### src/rtl/gpio_io_arbiter_if.sv
// gpio_io_arbiter_if
// Bundles every requester-side, response-side and device-side signal of the
// GPIO IO arbiter. The signal names match the arbiter's documented port names.
//   slave  : the arbiter's own view. It takes requests and drives the device.
//   master : the environment's view (requesters plus the GPIO controller).
// Handshakes:
//   command  : a command moves when Dev_REQ && Dev_ACK. In that cycle the
//              arbiter raises Req_ACK[g] for the granted requester g.
//   response : slot i moves when Resp_Valid[i] && Resp_Ready[i]. Resp_Ready
//              on an empty slot has no effect.
// REQUESTERS must match the parameter of the arbiter that uses the interface.
interface gpio_io_arbiter_if #(
  parameter int REQUESTERS = 4
);
  logic [REQUESTERS-1:0]    Req_REQ;
  logic [REQUESTERS-1:0]    Req_ACK;
  logic [REQUESTERS-1:0]    Req_CommandEn;
  logic [REQUESTERS-1:0]    Req_ResponseRequested;
  logic [REQUESTERS-1:0]    Req_Lock;
  logic [4*REQUESTERS-1:0]  Req_DestReg;
  logic [16*REQUESTERS-1:0] Req_Data;

  logic [REQUESTERS-1:0]    Resp_Valid;
  logic [REQUESTERS-1:0]    Resp_Ready;
  logic [4*REQUESTERS-1:0]  Resp_DestReg;
  logic [16*REQUESTERS-1:0] Resp_Data;

  logic                     Dev_REQ;
  logic                     Dev_ACK;
  logic                     Dev_CommandEn;
  logic                     Dev_ResponseRequested;
  logic [3:0]               Dev_DestRegIn;
  logic [15:0]              Dev_DataIn;
  logic                     Dev_RegResponseFlag;
  logic [3:0]               Dev_DestRegOut;
  logic [15:0]              Dev_DataOut;

  modport slave (
    input  Req_REQ, Req_CommandEn, Req_ResponseRequested, Req_Lock,
           Req_DestReg, Req_Data, Resp_Ready,
           Dev_ACK, Dev_RegResponseFlag, Dev_DestRegOut, Dev_DataOut,
    output Req_ACK, Resp_Valid, Resp_DestReg, Resp_Data,
           Dev_REQ, Dev_CommandEn, Dev_ResponseRequested, Dev_DestRegIn, Dev_DataIn
  );

  modport master (
    output Req_REQ, Req_CommandEn, Req_ResponseRequested, Req_Lock,
           Req_DestReg, Req_Data, Resp_Ready,
           Dev_ACK, Dev_RegResponseFlag, Dev_DestRegOut, Dev_DataOut,
    input  Req_ACK, Resp_Valid, Resp_DestReg, Resp_Data,
           Dev_REQ, Dev_CommandEn, Dev_ResponseRequested, Dev_DestRegIn, Dev_DataIn
  );
endinterface

### src/rtl/gpio_io_arbiter.sv
// gpio_io_arbiter
// Round-robin arbiter that lets REQUESTERS command sources share one GPIO
// controller IO port. The granted command passes through to the device
// unchanged. Register responses land in per-requester slots, so a slow
// consumer never stalls the device port.
// Ports:
//   clk      : single clock
//   clk_en   : global enable; all state holds and no transfer happens while low
//   sync_rst : synchronous, active-high reset; has priority over clk_en
//   io       : gpio_io_arbiter_if.slave (requesters, response slots, device)
// Parameters:
//   REQUESTERS : 2..8
//   LOCK_MAX   : 1..15; most back-to-back grants one locked requester can get
module gpio_io_arbiter #(
  parameter int REQUESTERS = 4,
  parameter int LOCK_MAX   = 4
) (
  input  logic                clk,
  input  logic                clk_en,
  input  logic                sync_rst,
  gpio_io_arbiter_if.slave    io
);
  localparam int RR_W = $clog2(REQUESTERS);
  localparam logic [3:0]      LOCK_LIM = 4'(LOCK_MAX - 1);
  localparam logic [RR_W-1:0] LAST_IDX = RR_W'(REQUESTERS - 1);

  logic [RR_W-1:0] rr_ptr_q, rr_ptr_d;
  logic [3:0]      lock_cnt_q, lock_cnt_d;
  logic [REQUESTERS-1:0] slot_valid_q, slot_valid_d;
  logic [3:0]      slot_dest_q [REQUESTERS];
  logic [3:0]      slot_dest_d [REQUESTERS];
  logic [15:0]     slot_data_q [REQUESTERS];
  logic [15:0]     slot_data_d [REQUESTERS];

  // Unpacked views of the packed requester buses, indexed by grant.
  logic [3:0]      req_dest [REQUESTERS];
  logic [15:0]     req_data [REQUESTERS];

  logic [REQUESTERS-1:0] eligible;
  logic [RR_W-1:0] scan_idx [REQUESTERS];
  logic [RR_W-1:0] grant;
  logic [RR_W-1:0] next_ptr;
  logic            found;
  logic            transfer;

  for (genvar gi = 0; gi < REQUESTERS; gi++) begin : g_lanes
    assign req_dest[gi] = io.Req_DestReg[4*gi +: 4];
    assign req_data[gi] = io.Req_Data[16*gi +: 16];
    assign io.Resp_DestReg[4*gi +: 4] = slot_dest_q[gi];
    assign io.Resp_Data[16*gi +: 16]  = slot_data_q[gi];
  end

  assign io.Resp_Valid = slot_valid_q;

  // A requester that wants a response cannot be granted while its slot is
  // still full. This also rules out a capture and a pop on one slot in the
  // same cycle.
  assign eligible = io.Req_REQ & ~(io.Req_ResponseRequested & slot_valid_q);

  // Scan from the registered pointer and take the first eligible index.
  always_comb begin
    grant = rr_ptr_q;
    found = 1'b0;
    for (int k = 0; k < REQUESTERS; k++) begin
      scan_idx[k] = RR_W'((int'(rr_ptr_q) + k) % REQUESTERS);
    end
    for (int k = 0; k < REQUESTERS; k++) begin
      if (!found && eligible[scan_idx[k]]) begin
        found = 1'b1;
        grant = scan_idx[k];
      end
    end
  end

  assign next_ptr    = (grant == LAST_IDX) ? '0 : grant + RR_W'(1);
  assign io.Dev_REQ  = found & clk_en & ~sync_rst;
  assign transfer    = io.Dev_REQ & io.Dev_ACK;

  always_comb begin
    io.Dev_CommandEn         = 1'b0;
    io.Dev_ResponseRequested = 1'b0;
    io.Dev_DestRegIn         = '0;
    io.Dev_DataIn            = '0;
    io.Req_ACK               = '0;
    if (io.Dev_REQ) begin
      io.Dev_CommandEn         = io.Req_CommandEn[grant];
      io.Dev_ResponseRequested = io.Req_ResponseRequested[grant];
      io.Dev_DestRegIn         = req_dest[grant];
      io.Dev_DataIn            = req_data[grant];
    end
    if (transfer) begin
      io.Req_ACK[grant] = 1'b1;
    end
  end

  always_comb begin
    rr_ptr_d     = rr_ptr_q;
    lock_cnt_d   = lock_cnt_q;
    slot_valid_d = slot_valid_q;
    slot_dest_d  = slot_dest_q;
    slot_data_d  = slot_data_q;
    if (clk_en) begin
      slot_valid_d = slot_valid_q & ~io.Resp_Ready;
      if (transfer) begin
        if (io.Dev_RegResponseFlag) begin
          slot_valid_d[grant] = 1'b1;
          slot_dest_d[grant]  = io.Dev_DestRegOut;
          slot_data_d[grant]  = io.Dev_DataOut;
        end
        // A lock keeps the pointer on the granted requester for at most
        // LOCK_MAX grants in a row. If that requester drops its request,
        // the scan simply moves past it.
        if (io.Req_Lock[grant] && (lock_cnt_q < LOCK_LIM)) begin
          rr_ptr_d   = grant;
          lock_cnt_d = lock_cnt_q + 4'd1;
        end else begin
          rr_ptr_d   = next_ptr;
          lock_cnt_d = '0;
        end
      end
    end
  end

  always_ff @(posedge clk) begin
    if (sync_rst) begin
      rr_ptr_q     <= '0;
      lock_cnt_q   <= '0;
      slot_valid_q <= '0;
      for (int i = 0; i < REQUESTERS; i++) begin
        slot_dest_q[i] <= '0;
        slot_data_q[i] <= '0;
      end
    end else begin
      rr_ptr_q     <= rr_ptr_d;
      lock_cnt_q   <= lock_cnt_d;
      slot_valid_q <= slot_valid_d;
      slot_dest_q  <= slot_dest_d;
      slot_data_q  <= slot_data_d;
    end
  end
endmodule
### src/flat_wrapper.sv
// flat-port wrapper written by rule: the top's interface ports become plain ports
module gpio_io_arbiter_flat 
#(
  parameter int REQUESTERS = 4,
  parameter int LOCK_MAX   = 4
)
  (clk, clk_en, sync_rst, io_Req_REQ, io_Req_CommandEn, io_Req_ResponseRequested, io_Req_Lock, io_Req_DestReg, io_Req_Data, io_Resp_Ready, io_Dev_ACK, io_Dev_RegResponseFlag, io_Dev_DestRegOut, io_Dev_DataOut, io_Req_ACK, io_Resp_Valid, io_Resp_DestReg, io_Resp_Data, io_Dev_REQ, io_Dev_CommandEn, io_Dev_ResponseRequested, io_Dev_DestRegIn, io_Dev_DataIn);
  gpio_io_arbiter_if #(.REQUESTERS(REQUESTERS)) io_i ();
  input  logic clk;
  input  logic clk_en;
  input  logic sync_rst;
  input wire logic [$bits(io_i.Req_REQ)-1:0] io_Req_REQ;
  input wire logic [$bits(io_i.Req_CommandEn)-1:0] io_Req_CommandEn;
  input wire logic [$bits(io_i.Req_ResponseRequested)-1:0] io_Req_ResponseRequested;
  input wire logic [$bits(io_i.Req_Lock)-1:0] io_Req_Lock;
  input wire logic [$bits(io_i.Req_DestReg)-1:0] io_Req_DestReg;
  input wire logic [$bits(io_i.Req_Data)-1:0] io_Req_Data;
  input wire logic [$bits(io_i.Resp_Ready)-1:0] io_Resp_Ready;
  input wire logic [$bits(io_i.Dev_ACK)-1:0] io_Dev_ACK;
  input wire logic [$bits(io_i.Dev_RegResponseFlag)-1:0] io_Dev_RegResponseFlag;
  input wire logic [$bits(io_i.Dev_DestRegOut)-1:0] io_Dev_DestRegOut;
  input wire logic [$bits(io_i.Dev_DataOut)-1:0] io_Dev_DataOut;
  output wire logic [$bits(io_i.Req_ACK)-1:0] io_Req_ACK;
  output wire logic [$bits(io_i.Resp_Valid)-1:0] io_Resp_Valid;
  output wire logic [$bits(io_i.Resp_DestReg)-1:0] io_Resp_DestReg;
  output wire logic [$bits(io_i.Resp_Data)-1:0] io_Resp_Data;
  output wire logic [$bits(io_i.Dev_REQ)-1:0] io_Dev_REQ;
  output wire logic [$bits(io_i.Dev_CommandEn)-1:0] io_Dev_CommandEn;
  output wire logic [$bits(io_i.Dev_ResponseRequested)-1:0] io_Dev_ResponseRequested;
  output wire logic [$bits(io_i.Dev_DestRegIn)-1:0] io_Dev_DestRegIn;
  output wire logic [$bits(io_i.Dev_DataIn)-1:0] io_Dev_DataIn;
  assign io_i.Req_REQ = io_Req_REQ;
  assign io_i.Req_CommandEn = io_Req_CommandEn;
  assign io_i.Req_ResponseRequested = io_Req_ResponseRequested;
  assign io_i.Req_Lock = io_Req_Lock;
  assign io_i.Req_DestReg = io_Req_DestReg;
  assign io_i.Req_Data = io_Req_Data;
  assign io_i.Resp_Ready = io_Resp_Ready;
  assign io_i.Dev_ACK = io_Dev_ACK;
  assign io_i.Dev_RegResponseFlag = io_Dev_RegResponseFlag;
  assign io_i.Dev_DestRegOut = io_Dev_DestRegOut;
  assign io_i.Dev_DataOut = io_Dev_DataOut;
  assign io_Req_ACK = io_i.Req_ACK;
  assign io_Resp_Valid = io_i.Resp_Valid;
  assign io_Resp_DestReg = io_i.Resp_DestReg;
  assign io_Resp_Data = io_i.Resp_Data;
  assign io_Dev_REQ = io_i.Dev_REQ;
  assign io_Dev_CommandEn = io_i.Dev_CommandEn;
  assign io_Dev_ResponseRequested = io_i.Dev_ResponseRequested;
  assign io_Dev_DestRegIn = io_i.Dev_DestRegIn;
  assign io_Dev_DataIn = io_i.Dev_DataIn;
  gpio_io_arbiter #(.REQUESTERS(REQUESTERS), .LOCK_MAX(LOCK_MAX)) u_core (.clk(clk), .clk_en(clk_en), .sync_rst(sync_rst), .io(io_i));
endmodule
### config.mk
export PLATFORM = sky130hd
export DESIGN_NAME = gpio_io_arbiter_flat
export DESIGN_NICKNAME = d
export VERILOG_FILES = /design/src/rtl/gpio_io_arbiter_if.sv /design/src/rtl/gpio_io_arbiter.sv /design/src/flat_wrapper.sv
export SDC_FILE = /design/constraint.sdc
export NUM_CORES = 1
export LEC_CHECK = 0
export CAP_MARGIN = 20
export CORE_ASPECT_RATIO = 0.75
export CORE_MARGIN = 1.5
export CORE_UTILIZATION = 39
export CTS_CLUSTER_SIZE = 24
export DETAILED_ROUTE_END_ITERATION = 7
export PLACE_DENSITY = 0.9
export SLEW_MARGIN = 20
export SYNTH_ARGS = -nofsm -noshare
export SYNTH_HDL_FRONTEND = slang
export SYNTH_SLANG_ARGS = --single-unit
### constraint.sdc
create_clock -name clk -period 3.2 [get_ports clk]
set_input_delay 0.64 -clock clk [delete_from_list [all_inputs] [get_ports clk]]
set_output_delay 0.64 -clock clk [all_outputs]
set_load 0.01 [all_outputs]
---- Yosys cells after proc, flatten, opt, wreduce, memory -nomap -nowiden ----
Cells that the tools add are included.
W data, S select, Z words.
operators by class
  $add $sub $neg .......................... 5
  magnitude comparators ................... 9
  eq/ne operators ......................... 1
  muxes and demuxes ....................... 45
  bitwise operators ....................... 11
  reduce and logical (&&, ||, !) cells .... 11
operators with widths
  operator               number
  $bwmux W64             1
  $mux W16               4
  $bmux W16 S2           1
  $demux W16 S2          1
  $mux W4                8
  $bwmux W16             1
  $lt A2 B3 Y1 const B   5
  $bmux W1 S2            7
  $mux W1                14
  $and A4 B4 Y4          3
  $mux W2                5
  $bmux W4 S2            1
  $demux W4 S2           1
  $not A4 Y4             2
  $logic_and A1 B1 Y1    6
  $add A2 B1 Y2 const B  2
  $add A2 B2 Y2 const B  2
  $add A4 B1 Y4 const B  1
  $lt A4 B2 Y1 const B   1
  $or A4 B4 Y4           1
  $and A1 B1 Y1          3
  $ge A3 B3 Y1 const B   1
  $logic_not A1 Y1       3
  $lt A3 B1 Y1 const B   1
  other kinds (7)        7
storage, ports and cells
  flip-flop bits (word level) ............. 90

---- Depth between registers and ports, before layout ----
Gate-level depths: netlist (run 1).
  depth in word-level cells ............... 22
  gate-level depth with buffers ........... 12
  depth with buffers taken out ............ 9

---- Worst setup path after synthesis (run 1) ----
OpenSTA, ideal clock, no wires.
  kind .................................... input port to output port
  from .................................... input io_Req_REQ[0]
  to ...................................... output io_Dev_DataIn[0]
  data arrival time ....................... 2.212 ns
  required time ........................... 2.560 ns
  path slack .............................. 0.348 ns
  stages on the path ...................... 8
  path buffers ............................ 2
  path through ............................ a21bo_2 > o22ai_1 > a22oi_2 > nand2_2 > buf_2 > buf_1 > nand2_1 > a311oi_1
between the ends
  longest elaborated chain between the ends .. 18
  elaborated cells on any way between the ends .. 29
ends and longest elaborated chain
  item                                          line                   source
  from (decl)                                   flat_wrapper.sv:12     input wire logic [$bits(io_i.Req_REQ)-1:0] io_Req_REQ;
  $and A4 B4 Y4 *                               gpio_io_arbiter.sv:58  assign eligible = io.Req_REQ & ~(io.Req_ResponseRequested & slot_valid_q);
  $bmux W1 S2                                   gpio_io_arbiter.sv:68  if (!found && eligible[scan_idx[k]]) begin
  $mux W1 (not written as such)                 gpio_io_arbiter.sv:68
  $mux W1                                       gpio_io_arbiter.sv:68
  $logic_not A1 Y1                              gpio_io_arbiter.sv:68
  $logic_and A1 B1 Y1                           gpio_io_arbiter.sv:68
  $mux W1                                       gpio_io_arbiter.sv:68
  $logic_not A1 Y1                              gpio_io_arbiter.sv:68
  $logic_and A1 B1 Y1                           gpio_io_arbiter.sv:68
  $mux W1                                       gpio_io_arbiter.sv:68
  $logic_not A1 Y1                              gpio_io_arbiter.sv:68
  $logic_and A1 B1 Y1                           gpio_io_arbiter.sv:68
  $mux W2                                       gpio_io_arbiter.sv:68
  $not A2 Y3 (not written as such)              gpio_io_arbiter.sv:89  io.Dev_DataIn = req_data[grant];
  $bmux W16 S2                                  gpio_io_arbiter.sv:89
  $mux W16 (not written as such) (2 in series)  gpio_io_arbiter.sv:89
  $mux W16 *                                    gpio_io_arbiter.sv:85  if (io.Dev_REQ) begin
  to (decl)                                     flat_wrapper.sv:31     output wire logic [$bits(io_i.Dev_DataIn)-1:0] io_Dev_DataIn;
Mark *: on every way between the ends. The rest lies on a longest branch, timed or not. The select of a mux whose other input is x is not followed.

---- Worst setup path after layout (run 1) ----
  from .................................... input io_Req_REQ[3]
  to ...................................... output io_Dev_DataIn[2]
The elaborated chain is that of the path after synthesis.

==> impl_metrics.ini, run 1 <==
[finish]
area_growth_pct = 81.65
fillCellCount = 748
seqCellArea_um2 = 1802
drive_above_1_share = 0.1949
diodes = 0
multiInputGateArea_um2 = 2382
fin_nets = 938
stdcell_area_um2 = 7694

[route]
met3_length_mm = 1.526
m1WireLength_mm = 7.540
drt-wirelength-per-cell_um = 19.13
drt_iter0_markers = 353
route.detailed.drc = 0
highest_layer = met4
vias = 5118
wl_met2_mm = 8.625
drt_first_pass_iters = 5
totalWireLength_mm = 18.21
viasPerCell = 5.376
postRouteAntennaNets = 0

[grt]
grt_use_total = 0.3130
grt-ovfl-total = 0
grt_pass1_vias = 5142
antenna_found_initial = 0
grt_pass1_wl_mm = 27.37
grt_start_max_net_pins = 60

[clock_tree]
clock_path_buffers = 2
clock-sinks = 90
clock_latency_ns = 0.34
cts.clk_slew.worst_paths_ns = 0.07
htreeDepth = 3
cts_tree = yes
clockRootBuffer = clkbuf_16
cts-buffers-inserted = 9

[logic_synthesis]
synth_nets = 668
synthCells = 541
synth_top_cell_by_area = dfxtp_1
yosys_warnings = 0
ys_seq_elements = 90
synthTopCellsByArea = dfxtp_1, nand2_1, a21oi_1
synth.top_cell.area_share = 0.4254
netlist_area_um2 = 4235
ys_seq_area_frac = 0.4254
syn_avg_cell_area_um2 = 7.829
ys_types = 44

[run_status]
violations = setup timing
status = finished with violations

[sta]
fmax_mhz = 311.8
fin_ws_ns = -0.006755
min_period_over_period = 1.002
slew_headroom = 0.6000
clock_skew_ns = 0.007216
maxSlewViolCount = 0
timing.hold.ws_ns = 0.4530
finalSetupViolations = 1
hold_viol = 0
worst_pin_slew_ns = 0.6001
fin_crit_ns = 3.207

[critical_path]
cp_max_fo = 12
worstPathRequired_ns = 2.56
critPathArrivalTime_ns = 2.57
crit-reg2reg-launch = u_core.io.Resp_Valid[3]
end_kind = output port
critPathKind = input port to output port
reg2reg_depth = 12
cp-startpoint = io_Req_REQ[3]
cp-start-kind = input port

[pwr]
ir_drop_mv = 0.3609
p_leak_nw = 3.123
power_density_nw_per_um2 = 422.2

[placement]
place_congestion = 0.9630
port_buffers = 235
dp_hpwl_mm = 12.21
place_area_um2 = 7019

[run]
maxCapViolCount = 0

[floorplanning]
dieArea_um2 = 11500
start_util = 0.4069
pin_count = 236
die_w_um = 123.3
coreArea_um2 = 10410
core.rowCount = 32
die_y_um = 93.25

[min_path]
worstHoldStart = u_core.io.Resp_Data[63]
hold_depth = 2
hp-class = flip-flop to flip-flop
## cell type report
class	count	area share
repair buffers	300	0.3890
clock buffers	11	0.03155
multi-input cells	406	0.3096
clock inverters	5	0.01122
inverters	4	0.002277
well taps	136	0.02212
flip-flops and latches	90	0.2342
## where the power goes
part,internal [W],switching (W)
clock,0.000711,0.000434
sequential,0.00114,0.0000162
combinational,0.000527,0.000424
## cell usage in the layout (no fill, tap or decap), types with 2 or more instances in the layout
| cell type | instances |
|---|---|
| dlygate4sd2_1 | 4 |
| a311oi_1 | 17 |
| clkinv_4 | 2 |
| buf_4 | 43 |
| a21bo_4 | 2 |
| ha_1 | 2 |
| mux2_2 | 14 |
| buf_16 | 3 |
| o22ai_2 | 2 |
| nor2b_1 | 2 |
| dfxtp_1 | 90 |
| a22oi_2 | 2 |
| clkdlybuf4s15_1 | 2 |
| mux2_4 | 9 |
| buf_6 | 4 |
| nor2_1 | 44 |
| bufinv_16 | 2 |
| buf_12 | 13 |
| inv_1 | 3 |
| a21oi_1 | 63 |
| nor3_1 | 3 |
| clkbuf_2 | 5 |
| clkbuf_16 | 10 |
| o311ai_4 | 2 |
| a311oi_2 | 5 |
| and3_1 | 2 |
| buf_2 | 24 |
| mux2i_1 | 20 |
| clkdlybuf4s50_1 | 199 |
| nor3b_1 | 2 |
| a21boi_4 | 2 |
| nand3b_1 | 4 |
| a211o_1 | 2 |
| nand2_1 | 182 |
| nand4_1 | 2 |
| a21oi_2 | 2 |
| nand3_1 | 3 |
| bufbuf_16 | 2 |
## per-stage QoR
step | setup slack [ns] | total power (W) | util | std cells | setup TNS, ns
after global routing | -0.05989 | 0.003357 | 0.7391 | 952 | -0.1603
after detailed placement | -0.7355 | 0.001905 | 0.6743 | 912 | -16.15
after CTS | 0.01010 | 0.003216 | 0.7340 | 947 | 0
final | -0.006755 | 0.003249 | 0.7391 | 952 | -0.006755
after global placement | -0.5717 | 0.001880 | 0.6743 | 912 | -13.68
after floorplan | 0.3481 | 0.001498 | - | 541 | 0
## sequential cells by signal, indices dropped and copies added, names as in the netlist
| name | cells |
|---|---|
| u_core.io.Resp_Valid | 4 |
| u_core.io.Resp_DestReg | 16 |
| u_core.rr_ptr_q | 2 |
| u_core.io.Resp_Data | 64 |
| u_core.lock_cnt_q | 4 |
## synthesized netlist by cell type (all sizes together)
cell,count
o311ai,3
nand3b,4
a211o,2
a22oi,2
o41a,1
nor3b,3
o32ai,1
nand4,2
or4,1
mux2i,20
ha,2
dfxtp,90
o22ai,2
a211oi,1
and3,2
nor3,4
a21o,1
inv,4
a21oi,65
nand3,3
nor2b,2
o21ai,1
buf,23
clkbuf,18
and2,1
a21boi,4
nor2,45
mux2,23
nand2,184
a311oi,22
and3b,1
a31oi,1
a21bo,3
## cell families after synthesis
logic type	count (synthesis)	share of synthesized area
multiplexers	43	0.1093
AND/OR/NAND/NOR	252	0.2384
adder cells (fa/ha/maj)	2	0.005907
AO/OA/AOI/OAI	109	0.1734
buffers and inverters	45	0.04756
flip-flops	90	0.4254
## worst paths after layout
| path | end | slack (ns) |
|---|---|---|
| max | io_Dev_DataIn[2] | -0.007 |
| min | u_core.io.Resp_Data[63] | 0.45 |
| max reg2reg | u_core.io.Resp_Data[27] | 0.49 |
| min reg2reg | u_core.io.Resp_Data[63] | 0.45 |
## worst max-delay path: stages
cell and delay [ns]:
buf_2 0.09, a21boi_4 0.28, buf_4 0.17, buf_6 0.09, a31oi_1 0.05, o311ai_4 0.38, buf_6 0.17, buf_16 0.13
nor2_1 0.07, a311oi_1 0.30, buf_2 0.20
## metal layers
metal	track usage	vias to the layer above
li1	-	2377
met2	0.5134	281
met3	0.08598	56
met5	0	-
met4	0.1063	0
met1	0.3963	2404
## repair_timing
item,CTS,global route
buffers inserted,13,6
gates resized for setup,146,24
endpoints found under the setup margin,27,26
endpoints found under the hold margin,0,0
hold buffers,0,0
cloned,6,1
pin swaps,26,15
(Power assumes the default switching activity.)
==> run 2, diff against run 1 <==
CTS_CLUSTER_SIZE = default   (was 24)
SKIP_CTS_REPAIR_TIMING = 1   (was default)
==> run 2 against run 1 <==
Compared with the run above:
- the run still ends with setup timing left
- die area is the same
- global-route usage shrank 3.1 points
- flip-flop and latch count is the same
- first-iteration DRC count grew 16%
- non-clock buffer count shrank 12
- total power shrank 2.4%
- worst setup slack lost 0.075 ns
- critical path depth shrank 1
- combinational power shrank 8.1%
- sequential share of layout area grew 0.25 points
- clock skew is essentially flat
- hold slack is essentially flat
- critical endpoint is now io_Dev_DestRegIn[3]
- largest power group unchanged
- highest routed layer unchanged
==> impl_metrics.ini, run 2 (synthesized netlist as in run 1, its figures left out) <==
[pwr]
power_density_nw_per_um2 = 416.4
p_switching_w = 0.0008585
ir_drop_mv = 0.3583
power_frac_seq = 0.363
clockPowerShare = 0.361
p_leak_nw = 3.161
power.total_w = 0.003169
p_comb_frac = 0.276
internal_power_w = 0.002311
switching_share = 0.2709

[finish]
largest_reg_flops = 64
instances_no_fill = 940
fin_nets = 926
area_growth_pct = 79.70
drive_above_1_share = 0.1741
final_cell_mix = clkdlybuf4s50_1, nand2_1, dfxtp_1
diodes = 0
final_common_cell = clkdlybuf4s50_1
fillCellCount = 758

[run_status]
violations = setup timing
status = finished with violations

[clock_tree]
htreeDepth = 3
cts-buffers-inserted = 9
clock_path_buffers = 2
clock-sinks = 90
clockRootBuffer = clkbuf_16
clock_latency_ns = 0.34
cts_tree = yes
cts.clk_slew.worst_paths_ns = 0.07

[floorplanning]
start_util = 0.4069
die_y_um = 93.25
die_w_um = 123.3
core.rowCount = 32
dieArea_um2 = 11500
coreArea_um2 = 10410
pin_count = 236

[placement]
place_congestion = 0.9630
dp_hpwl_mm = 12.21
dp.cells = 912
port_buffers = 235

[route]
totalWireLength_mm = 17.97
route.detailed.drc = 0
vias = 5086
drt_first_pass_iters = 7
viasPerCell = 5.411
drt_iter0_markers = 409
postRouteAntennaNets = 0
drt-wirelength-per-cell_um = 19.12

[critical_path]
critPathKind = input port to output port
end_kind = output port
critPathArrivalTime_ns = 2.64
cp_max_fo = 7
cp-startpoint = io_Req_REQ[3]
r2r_slack_ns = 0.56
cp-start-kind = input port
reg2reg_depth = 12
r2r_end = u_core.io.Resp_Data[27]
crit-reg2reg-launch = u_core.io.Resp_Valid[3]
worstPathRequired_ns = 2.56
cp-endpoint = io_Dev_DestRegIn[3]

[sta]
rsz0062_at_grt = yes
fmax_mhz = 304.7
finalSetupViolations = 2
hold_viol = 0
slew_headroom = 0.6004
fin_ws_ns = -0.08174
maxSlewViolCount = 0
min_period_over_period = 1.026
clock_skew_ns = 0.007716
worst_pin_slew_ns = 0.5994
fin_crit_ns = 3.282

[grt]
grt_use_total = 0.2819
antenna_found_initial = 0
grt_start_max_net_pins = 60
grt-ovfl-total = 0
grt_pass1_wl_mm = 24.93
grt_pass1_vias = 4866

[run]
maxCapViolCount = 0

[min_path]
hp-class = flip-flop to flip-flop
## run 2: cell count changes in the layout (fill, tap and decap cells not counted), sizes merged, moves of 2 or more
| cell | delta |
|---|---|
| dlymetal6s2s | +13 |
| clkbuf | +5 |
| dlygate4sd2 | -4 |
| buf | -23 |
| clkdlybuf4s15 | -2 |
| bufbuf | -2 |
## run 2: metal layers
layer	share of wire	GRT usage
met1	0.41	0.3594
met2	0.47	0.4648
met3	0.094	0.07683
met4	0.023	0.08525
met5	0	0
## run 2: how the worst min path moves through the flow
stage | from | end | slack (ns) | cells after the start
2_1_floorplan | u_core.lock_cnt_q[1] | u_core.lock_cnt_q[1] | 0.44 | 2
3_3_place_gp | u_core.io.Resp_Data[51] | u_core.io.Resp_Data[51] | 0.44 | 2
3_5_place_dp | u_core.io.Resp_Data[63] | u_core.io.Resp_Data[63] | 0.45 | 2
4_1_cts | u_core.io.Resp_Data[63] | u_core.io.Resp_Data[63] | 0.46 | 2
5_1_grt | u_core.io.Resp_Data[63] | u_core.io.Resp_Data[63] | 0.47 | 2
6_report | u_core.io.Resp_Data[63] | u_core.io.Resp_Data[63] | 0.45 | 2
## run 2: area by class of cell
cell class	instances	area, um^2	share of cell area
repair buffers	288	2918	0.3834
multi-input cells	406	2372	0.3117
flip-flops and latches	90	1802	0.2367
clock buffers	11	242.7	0.03189
well taps	136	170.2	0.02236
clock inverters	5	86.33	0.01134
inverters	4	20.02	0.002630
## run 2: critical path: stages
cell            delay, ns
dlymetal6s2s_1       0.10
a21boi_4             0.31
o22ai_2              0.13
a22oi_2              0.25
nand2_4              0.17
buf_4                0.19
mux2_2               0.23
nor2_1               0.05
a311oi_1             0.34
buf_2                0.23
## run 2: power groups by stage
stage,Sequential (W),Clock [W],Combinational [W]
floorplan,0.00118,0,0.000321
global placement,0.00117,0,0.000707
detailed placement,0.00117,0,0.000731
CTS,0.00115,0.00117,0.000735
global route,0.00115,0.00121,0.000913
finish,0.00115,0.00114,0.000874
## run 2: stage by stage
step	instance area (um^2)	hold slack (ns)	TNS (ns)	util	setup WS [ns]
floorplan	4235	0.4355	0	-	0.3481
global placement	7019	0.4421	-13.68	0.6743	-0.5717
detailed placement	7019	0.4466	-16.15	0.6743	-0.7355
CTS	7348	0.4556	-16.66	0.7059	-0.7497
global route	7611	0.4651	-0.6458	0.7311	-0.1464
finish	7611	0.4534	-0.08635	0.7311	-0.08174
